--- src/rtl/reg_exchange_bank_pkg.sv ---
// Shared mode encodings and channel-slice helper for the register exchange bank.
package reg_exchange_pkg;

   localparam logic [2:0] MODE_HOLD  = 3'd0;
   localparam logic [2:0] MODE_ROTL  = 3'd1;
   localparam logic [2:0] MODE_ROTR  = 3'd2;
   localparam logic [2:0] MODE_PSWAP = 3'd3;
   localparam logic [2:0] MODE_REV   = 3'd4;

   localparam int unsigned CH_W = 4;

   // LSB position of channel ch inside the flattened bank vector.
   function automatic int unsigned ch_lsb(input int unsigned ch, input int unsigned width);
      return ch * width;
   endfunction

endpackage

--- src/rtl/reg_exchange_bank_delay.sv ---
// Fixed-latency write pipe: a write issued at edge k is presented for landing
// during the cycle before edge k+WR_DELAY.
module write_delay_line #(
   parameter int WR_DELAY = 2,
   parameter int CH_W     = 4,
   parameter int WIDTH    = 16
) (
   input  logic             clock,
   input  logic             reset_n,
   input  logic             in_valid,
   input  logic [CH_W-1:0]  in_ch,
   input  logic [WIDTH-1:0] in_data,
   output logic             land_valid,
   output logic [CH_W-1:0]  land_ch,
   output logic [WIDTH-1:0] land_data,
   output logic             busy
);

   logic [WR_DELAY-1:0] vld_q;
   logic [CH_W-1:0]     ch_q   [WR_DELAY];
   logic [WIDTH-1:0]    data_q [WR_DELAY];

   // Shift stage 0 toward the landing stage; reset flushes anything in flight.
   always_ff @(posedge clock or negedge reset_n) begin
      if (!reset_n) begin
         vld_q <= '0;
         for (int i = 0; i < WR_DELAY; i++) begin
            ch_q[i]   <= '0;
            data_q[i] <= '0;
         end
      end else begin
         vld_q[0]  <= in_valid;
         ch_q[0]   <= in_ch;
         data_q[0] <= in_data;
         for (int i = 1; i < WR_DELAY; i++) begin
            vld_q[i]  <= vld_q[i-1];
            ch_q[i]   <= ch_q[i-1];
            data_q[i] <= data_q[i-1];
         end
      end
   end

   assign land_valid = vld_q[WR_DELAY-1];
   assign land_ch    = ch_q[WR_DELAY-1];
   assign land_data  = data_q[WR_DELAY-1];
   assign busy       = |vld_q;

endmodule

--- src/rtl/reg_exchange_bank.sv ---
// Bank of CHANNELS registers permuted on command, with delayed logical-index writes
// that override the permutation result on the landing edge.
module reg_exchange_bank
   import reg_exchange_pkg::*;
#(
   parameter int               WIDTH    = 16,
   parameter int               CHANNELS = 4,
   parameter int               WR_DELAY = 2,
   parameter logic [WIDTH-1:0] INIT     = '0
) (
   input  logic                      clock,
   input  logic                      reset_n,
   input  logic                      op_valid,
   input  logic [2:0]                mode,
   input  logic                      wr_valid,
   input  logic [3:0]                wr_ch,
   input  logic [WIDTH-1:0]          wr_data,
   output logic [CHANNELS*WIDTH-1:0] q,
   output logic                      busy,
   output logic [7:0]                op_count,
   output logic                      err
);

   logic [WIDTH-1:0] bank_q [CHANNELS];
   logic [WIDTH-1:0] bank_d [CHANNELS];
   logic [WIDTH-1:0] perm_s [CHANNELS];
   logic [7:0]       op_count_q;
   logic [7:0]       op_count_d;
   logic             err_q;
   logic             err_d;
   logic             wr_ok_s;
   logic             wr_bad_s;
   logic             mode_bad_s;
   logic             count_s;
   logic             land_valid_s;
   logic [CH_W-1:0]  land_ch_s;
   logic [WIDTH-1:0] land_data_s;

   assign wr_ok_s    = wr_valid && ({1'b0, wr_ch} <  5'(CHANNELS));
   assign wr_bad_s   = wr_valid && ({1'b0, wr_ch} >= 5'(CHANNELS));
   assign mode_bad_s = op_valid && (mode > MODE_REV);
   assign count_s    = op_valid && (mode != MODE_HOLD) && (mode <= MODE_REV);

   write_delay_line #(
      .WR_DELAY (WR_DELAY),
      .CH_W     (CH_W),
      .WIDTH    (WIDTH)
   ) u_delay (
      .clock      (clock),
      .reset_n    (reset_n),
      .in_valid   (wr_ok_s),
      .in_ch      (wr_ch),
      .in_data    (wr_data),
      .land_valid (land_valid_s),
      .land_ch    (land_ch_s),
      .land_data  (land_data_s),
      .busy       (busy)
   );

   // Permutation from pre-edge contents only; reserved modes fall through to hold.
   always_comb begin
      for (int i = 0; i < CHANNELS; i++) begin
         perm_s[i] = bank_q[i];
      end
      if (op_valid) begin
         case (mode)
            MODE_ROTL: begin
               for (int i = 0; i < CHANNELS; i++) perm_s[i] = bank_q[(i + 1) % CHANNELS];
            end
            MODE_ROTR: begin
               for (int i = 0; i < CHANNELS; i++) perm_s[i] = bank_q[(i + CHANNELS - 1) % CHANNELS];
            end
            MODE_PSWAP: begin
               for (int i = 0; i < CHANNELS; i++) begin
                  if ((i ^ 1) < CHANNELS) perm_s[i] = bank_q[i ^ 1];
                  else                    perm_s[i] = bank_q[i];
               end
            end
            MODE_REV: begin
               for (int i = 0; i < CHANNELS; i++) perm_s[i] = bank_q[CHANNELS - 1 - i];
            end
            default: begin
               for (int i = 0; i < CHANNELS; i++) perm_s[i] = bank_q[i];
            end
         endcase
      end else begin
         for (int i = 0; i < CHANNELS; i++) perm_s[i] = bank_q[i];
      end
   end

   // Landing write targets the logical channel after permutation, so it wins.
   always_comb begin
      for (int i = 0; i < CHANNELS; i++) begin
         if (land_valid_s && (land_ch_s == CH_W'(i))) bank_d[i] = land_data_s;
         else                                         bank_d[i] = perm_s[i];
      end
      op_count_d = count_s ? (op_count_q + 8'd1) : op_count_q;
      err_d      = mode_bad_s || wr_bad_s;
   end

   // Bank, op counter and error pulse registers.
   always_ff @(posedge clock or negedge reset_n) begin
      if (!reset_n) begin
         for (int i = 0; i < CHANNELS; i++) bank_q[i] <= INIT;
         op_count_q <= 8'd0;
         err_q      <= 1'b0;
      end else begin
         for (int i = 0; i < CHANNELS; i++) bank_q[i] <= bank_d[i];
         op_count_q <= op_count_d;
         err_q      <= err_d;
      end
   end

   for (genvar g = 0; g < CHANNELS; g++) begin : g_pack
      assign q[ch_lsb(g, WIDTH) +: WIDTH] = bank_q[g];
   end

   assign op_count = op_count_q;
   assign err      = err_q;

endmodule
--- config.mk ---
export PLATFORM = sky130hd
export DESIGN_NAME = reg_exchange_bank
export DESIGN_NICKNAME = d
export VERILOG_FILES = /design/src/rtl/reg_exchange_bank_pkg.sv /design/src/rtl/reg_exchange_bank_delay.sv /design/src/rtl/reg_exchange_bank.sv
export SDC_FILE = /design/constraint.sdc
export NUM_CORES = 1
export LEC_CHECK = 0
export CORE_ASPECT_RATIO = 0.75
export CORE_MARGIN = 3
export CORE_UTILIZATION = 50
export DETAILED_ROUTE_END_ITERATION = 12
export PLACE_DENSITY = 0.74
export RECOVER_POWER = 100
export SETUP_SLACK_MARGIN = 0.3
export SYNTH_ARGS = -nofsm -noshare
export SYNTH_HDL_FRONTEND = slang
export SYNTH_SLANG_ARGS = --single-unit
--- constraint.sdc ---
create_clock -name clock -period 2.1 [get_ports clock]
set_clock_uncertainty 0.05 [all_clocks]
set_input_delay 0.21 -clock clock [delete_from_list [all_inputs] [get_ports clock]]
set_output_delay 0.21 -clock clock [all_outputs]
set_load 0.01 [all_outputs]
# After elaboration in Yosys (flattened, before gate mapping)

Cells that the tools add are included.

Input bits: 27
Register bits: 115
Output and inout port bits: 74
Logic and storage cells: 54

$add $sub $neg: 1
Equal/unequal tests: 7
Reductions and logical operators: 25
Multiplexer cells: 6
Order comparisons: 4

Operators by type and width:

| kind                                                                                 | number |
|---|---|
| 64-bit one-hot mux with 4 select lines                                               | 1 |
| 16-bit 2-to-1 mux                                                                    | 4 |
| 64-bit 2-to-1 mux                                                                    | 1 |
| 5-bit nonzero test                                                                   | 4 |
| 1-bit logical AND                                                                    | 9 |
| 8-bit by 1-bit adder with 8-bit output (second input constant)                       | 1 |
| 4-bit by 2-bit == test with 1-bit output (second input constant)                     | 2 |
| 2-bit AND reduction                                                                  | 4 |
| 2-bit nonzero test                                                                   | 4 |
| 3-bit by 2-bit == test with 1-bit output (second input constant)                     | 2 |
| 4-bit by 1-bit == test with 1-bit output (second input constant)                     | 1 |
| 4-bit by 3-bit greater-or-equal comparator with 1-bit output (second input constant) | 1 |
| 4-bit logical NOT                                                                    | 1 |
| 4-bit by 3-bit < comparator with 1-bit output (second input constant)                | 1 |
| 3-bit by 1-bit == test with 1-bit output (second input constant)                     | 1 |
| 3-bit == test (second input constant)                                                | 1 |
| 3-bit > comparator (second input constant)                                           | 1 |
| 3-bit less-or-equal comparator (second input constant)                               | 1 |
| 3-bit nonzero test                                                                   | 1 |
| 2-bit OR reduction                                                                   | 1 |
| 1-bit logical OR                                                                     | 1 |

# Longest topological paths before layout

Word-level depth: 4
Mapped depth: 8
Depth with buffers taken out: 4

# Modules after synthesis

Synthesis repeated with hierarchy kept, for this count alone.

Cells, all modules: 537
Area total of the unflattened synthesis: 5371.4 um^2

Modules (own cells, without submodules):

| module            | instances | cells each | sequential area each (um^2) | area each (um^2) |
|---|---|---|---|---|
| reg_exchange_bank | 1         | 474        | 1826.8                      | 4164.0 |
| write_delay_line  | 1         | 63         | 1051.0                      | 1207.4 |

# Least setup slack after synthesis

OpenSTA, ideal clock, no wires.

Path type: register -> register
Start point: register u_delay.vld_q[1]
End point: register bank_q, in the netlist q[32]
Stages on the path, launching flop included: 6
Library setup time: 0.125 ns
Slack: 0.396 ns
Path buffers: 2
Arrival: 1.529 ns
Data required time: 1.925 ns
Clock period less this slack: 1.704 ns
Path through: dfrtp_1 -> nor4bb_1 -> nand2b_1 -> clkbuf_1 -> buf_1 -> mux2_2

Longest elaborated chain between the ends: 3
Elaborated cells between the ends (all ways): 5
Classes of those cells: 1 x mux; 4 x reduce/logical

RTL lines:

| what                                                               | line                          | text |
|---|---|---|
| start: declaration                                                 | reg_exchange_bank_delay.sv:19 | `logic [WR_DELAY-1:0] vld_q;` |
| start signal: indexed assignment                                   | reg_exchange_bank_delay.sv:36 | `vld_q[i] <= vld_q[i-1];` |
| 1-bit logical AND (*)                                              | reg_exchange_bank.sv:94       | `if (land_valid_s && (land_ch_s == CH_W'(i))) bank_d[i] = land_data_s;` |
| 5-bit nonzero test (no line) or 2-bit nonzero test (tied branches) | -                             |  |
| 2-bit AND reduction (no line)                                      | -                             |  |
| end: declaration                                                   | reg_exchange_bank.sv:24       | `logic [WIDTH-1:0] bank_q [CHANNELS];` |

Every way passes the cells marked *; elsewhere a longest branch is shown, timed or not.
A chain may end at the register's enable or synchronous reset.

# Worst setup path after layout

Start point: input mode[1]
End point: register op_count_q[3], in the netlist op_count[3]

Longest elaborated chain between the ends: 3
Elaborated cells between the ends (all ways): 4
Classes of those cells: 1 x order compare; 3 x reduce/logical

RTL lines:

| what                                                                   | line                     | text |
|---|---|---|
| start: declaration                                                     | reg_exchange_bank.sv:14  | `input logic [2:0] mode,` |
| branches (longest 2 deep; another with 3-bit less-or-equal comparator) | -                        |  |
| 1-bit logical AND (*)                                                  | reg_exchange_bank.sv:42  | `assign count_s = op_valid && (mode != MODE_HOLD) && (mode <= MODE_REV);` |
| end signal: assignment                                                 | reg_exchange_bank.sv:109 | `op_count_q <= op_count_d;` |
| end: declaration                                                       | reg_exchange_bank.sv:27  | `logic [7:0] op_count_q;` |

Mark *: on every way between the ends.

==> flow_summary.json <==
{
  "status": "completed",
  "clk_transition_reported_paths_ns": 0.06,
  "hpwl_microns": 8750,
  "rsz0062_at_grt": "false",
  "area_growth_pct": 35.1,
  "crit_family": "buffers and inverters",
  "fin_nets": 638,
  "synthTopCellsByArea": "dfrtp_1 55%, nand2_1 8.2%, o31ai_1 6.3%",
  "reg2reg_from": "u_delay.land_ch[3]$_DFF_PN0_",
  "final_common_cell": "dfrtp_1",
  "powerDensity_mw_per_mm2": 1120,
  "grt_pass1_wl_microns": 22700,
  "port_buffers": 100,
  "cts-buffers-inserted": 17,
  "nFillCells": 710,
  "relSlewSlack_pct": 44.9,
  "worstSetupStartpointType": "input pin",
  "layout-drive-gt1-share_pct": 11.6,
  "wl_per_cell_microns": 18.8,
  "drv_slew": 0,
  "cp-startpoint": "mode[1]",
  "final_area_sq_mm": 0.00705,
  "ioPinCount": 101,
  "dr.pass1.iters": 5,
  "cap_violations": 0,
  "synth_cell_type_count": 31,
  "synthFlopType": "dfrtp_1",
  "grt_max_degree": 61,
  "setup.worst_path.class": "in2reg",
  "grt_pass1_vias": 4586,
  "yosysSeqAreaShare_pct": 55.2,
  "dieHeight_microns": 94.5,
  "yosys_warnings": 0,
  "ir_worst_vdd_mv": 0.640,
  "core_area_sq_mm": 0.00989,
  "cts_tree": "yes",
  "gr-total-overflow": 0,
  "path_buf_inv": 4,
  "ant_nets": 0,
  "row_count": 31,
  "num_vias": 4530,
  "worstPathMaxFanout": 41,
  "grt_antenna_before_repair": 0,
  "setup_viol": 0,
  "cts_setup_buffers": 0,
  "fin_crit_sh_pct": 84.8,
  "synth_top_area_share_pct": 55.2,
  "async_flop_share_pct": 100,
  "critPathMostFrequentCell": "clkbuf_1",
  "synth_edf_count": 0,
  "yosysTopAreaCell": "dfrtp_1",
  "cts-root-buf": "clkbuf_16",
  "dieArea_sq_mm": 0.0117,
  "clockBufferDepth": 2,
  "syn_nets": 543,
  "final_cell_mix": "115 x dfrtp_1, 114 x nand2_1, 94 x dlygate4sd3_1",
  "slowest_delay_ns": 0.46,
  "hold-worst-slack_ns": 0.297,
  "fmax_mhz": 561,
  "multi_input_area_sq_mm": 0.00216,
  "synthCells": 515,
  "hp-start": "u_delay.data_q[23]$_DFF_PN0_",
  "insertion_delay_ns": 0.41,
  "end_kind": "register",
  "cts_max_level": 4,
  "syn_area_sq_mm": 0.00522,
  "finalWeightedCongestion": 0.811,
  "place_area_sq_mm": 0.00644,
  "ys_ff_latch": 115,
  "worst_pin_slew_ns": 0.827,
  "cp_cell_sequence": "clkdlybuf4s50_1, clkbuf_1, o21ai_0, and3_1, buf_12, clkbuf_1, nand4_1, xnor2_1",
  "arrival_ns": 2.03,
  "crit_path_top_delay_cell": "clkdlybuf4s50_1",
  "finalCriticalPeriod_ns": 1.78,
  "min_path_type": "reg2reg",
  "antennaDiodeCount": 0,
  "syn_area_per_cell_sq_um": 10.1,
  "power.leakage_nw": 2.86,
  "drc": 0,
  "wl_microns": 14200,
  "die_w_microns": 124,
  "start_util_pct": 52.8,
  "first_iter_violations": 659,
  "seq_area_sq_mm": 0.00288,
  "clkSinkCount": 115,
  "hold_violations": 0,
  "grt_usage_pct": 25.6,
  "required_ns": 2.35,
  "via_per_inst": 6.00
}
stage by stage:
step                      power, W  cells  utilization (%)  TNS [ns]  setup WS (ns)
after floorplan            0.00392    515                -         0          0.396
after global placement     0.00499    722             65.1         0         0.0506
after detailed placement   0.00506    722             65.1   -0.0341        -0.0304
after CTS                  0.00812    755             71.4         0          0.384
after global routing       0.00829    755             71.3         0          0.181
final                      0.00792    755             71.3         0          0.319
layout make-up:
type	count	area share, %
multi-input cells	356	30.6
clock inverters	11	2.24
well taps	132	2.34
clock buffers	21	6.53
repair buffers	120	17.4
flip-flops and latches	115	40.8
final timing paths:
check | to | slack (ns) | cells past startpoint
hold reg to reg | u_delay.land_data[7]$_DFF_PN0_ | 0.30 | 0
min in group asynchronous | q[60]$_DFFE_PN0P_ | 0.38 | 2
setup / recovery | op_count[3]$_DFFE_PN0P_ | 0.32 | 8
max in group asynchronous | q[45]$_DFFE_PN0P_ | 0.46 | 3
setup reg to reg | q[55]$_DFFE_PN0P_ | 0.44 | 5
hold / removal | u_delay.land_data[7]$_DFF_PN0_ | 0.30 | 0
logic make-up (layout without fill, tap and decap cells):
| logic type | after synthesis | count (layout) | share of synthesized area, % |
|---|---|---|---|
| AND/OR/NAND/NOR | 231 | 231 | 20.1 |
| flip-flops | 115 | 115 | 55.2 |
| AO/OA/AOI/OAI | 99 | 99 | 15.7 |
| buffers and inverters | 44 | 152 | 3.81 |
| multiplexers | 17 | 17 | 3.67 |
| XOR/XNOR | 8 | 8 | 1.34 |
| adder cells (fa/ha/maj) | 1 | 1 | 0.240 |
Yosys cell counts, drive strengths merged (2+ instances only):
| master | number |
|---|---|
| o21ai | 2 |
| nand2 | 114 |
| a2bb2oi | 16 |
| buf | 9 |
| xnor2 | 7 |
| nor2 | 48 |
| o32ai | 32 |
| mux2 | 17 |
| and2 | 18 |
| nand2b | 4 |
| and3 | 34 |
| dfrtp | 115 |
| o31ai | 48 |
| clkbuf | 35 |
| nand4 | 4 |
power breakdown:
group          internal, W  total, W  switching (W)
logic             0.000984   0.00176       0.000772
registers          0.00263   0.00313       0.000503
clock network      0.00203   0.00303        0.00100
state kept, by name, indices dropped and copies added (netlist names):
name	cells
err	1
op_count	8
q	64
u_delay.ch_q	4
u_delay.data_q	16
u_delay.land_ch	4
u_delay.land_data	16
u_delay.vld_q	2
layer usage:
| metal | track usage [%] | wire length (microns) | vias up |
|---|---|---|---|
| met5 | 0 | 0 | - |
| met4 | 10.5 | 251 | 0 |
| met3 | 8.62 | 1230 | 33 |
| met2 | 39.5 | 6850 | 245 |
| met1 | 33.2 | 5880 | 2233 |
| li1 | - | - | 2019 |
worst register-to-register path, cell delays in order, from the launching register on:
cell and delay [ns]:
dfrtp_1 0.40, nor4bb_1 0.37, and2_0 0.24, buf_4 0.30
nand2_1 0.10, o31ai_1 0.09
what timing repair did:
item,CTS,global route
hold buffers,1,0
gates resized for setup,1,1
setup endpoints to repair,1,5
hold endpoints to repair,28,0
(Power assumes the default switching activity.)
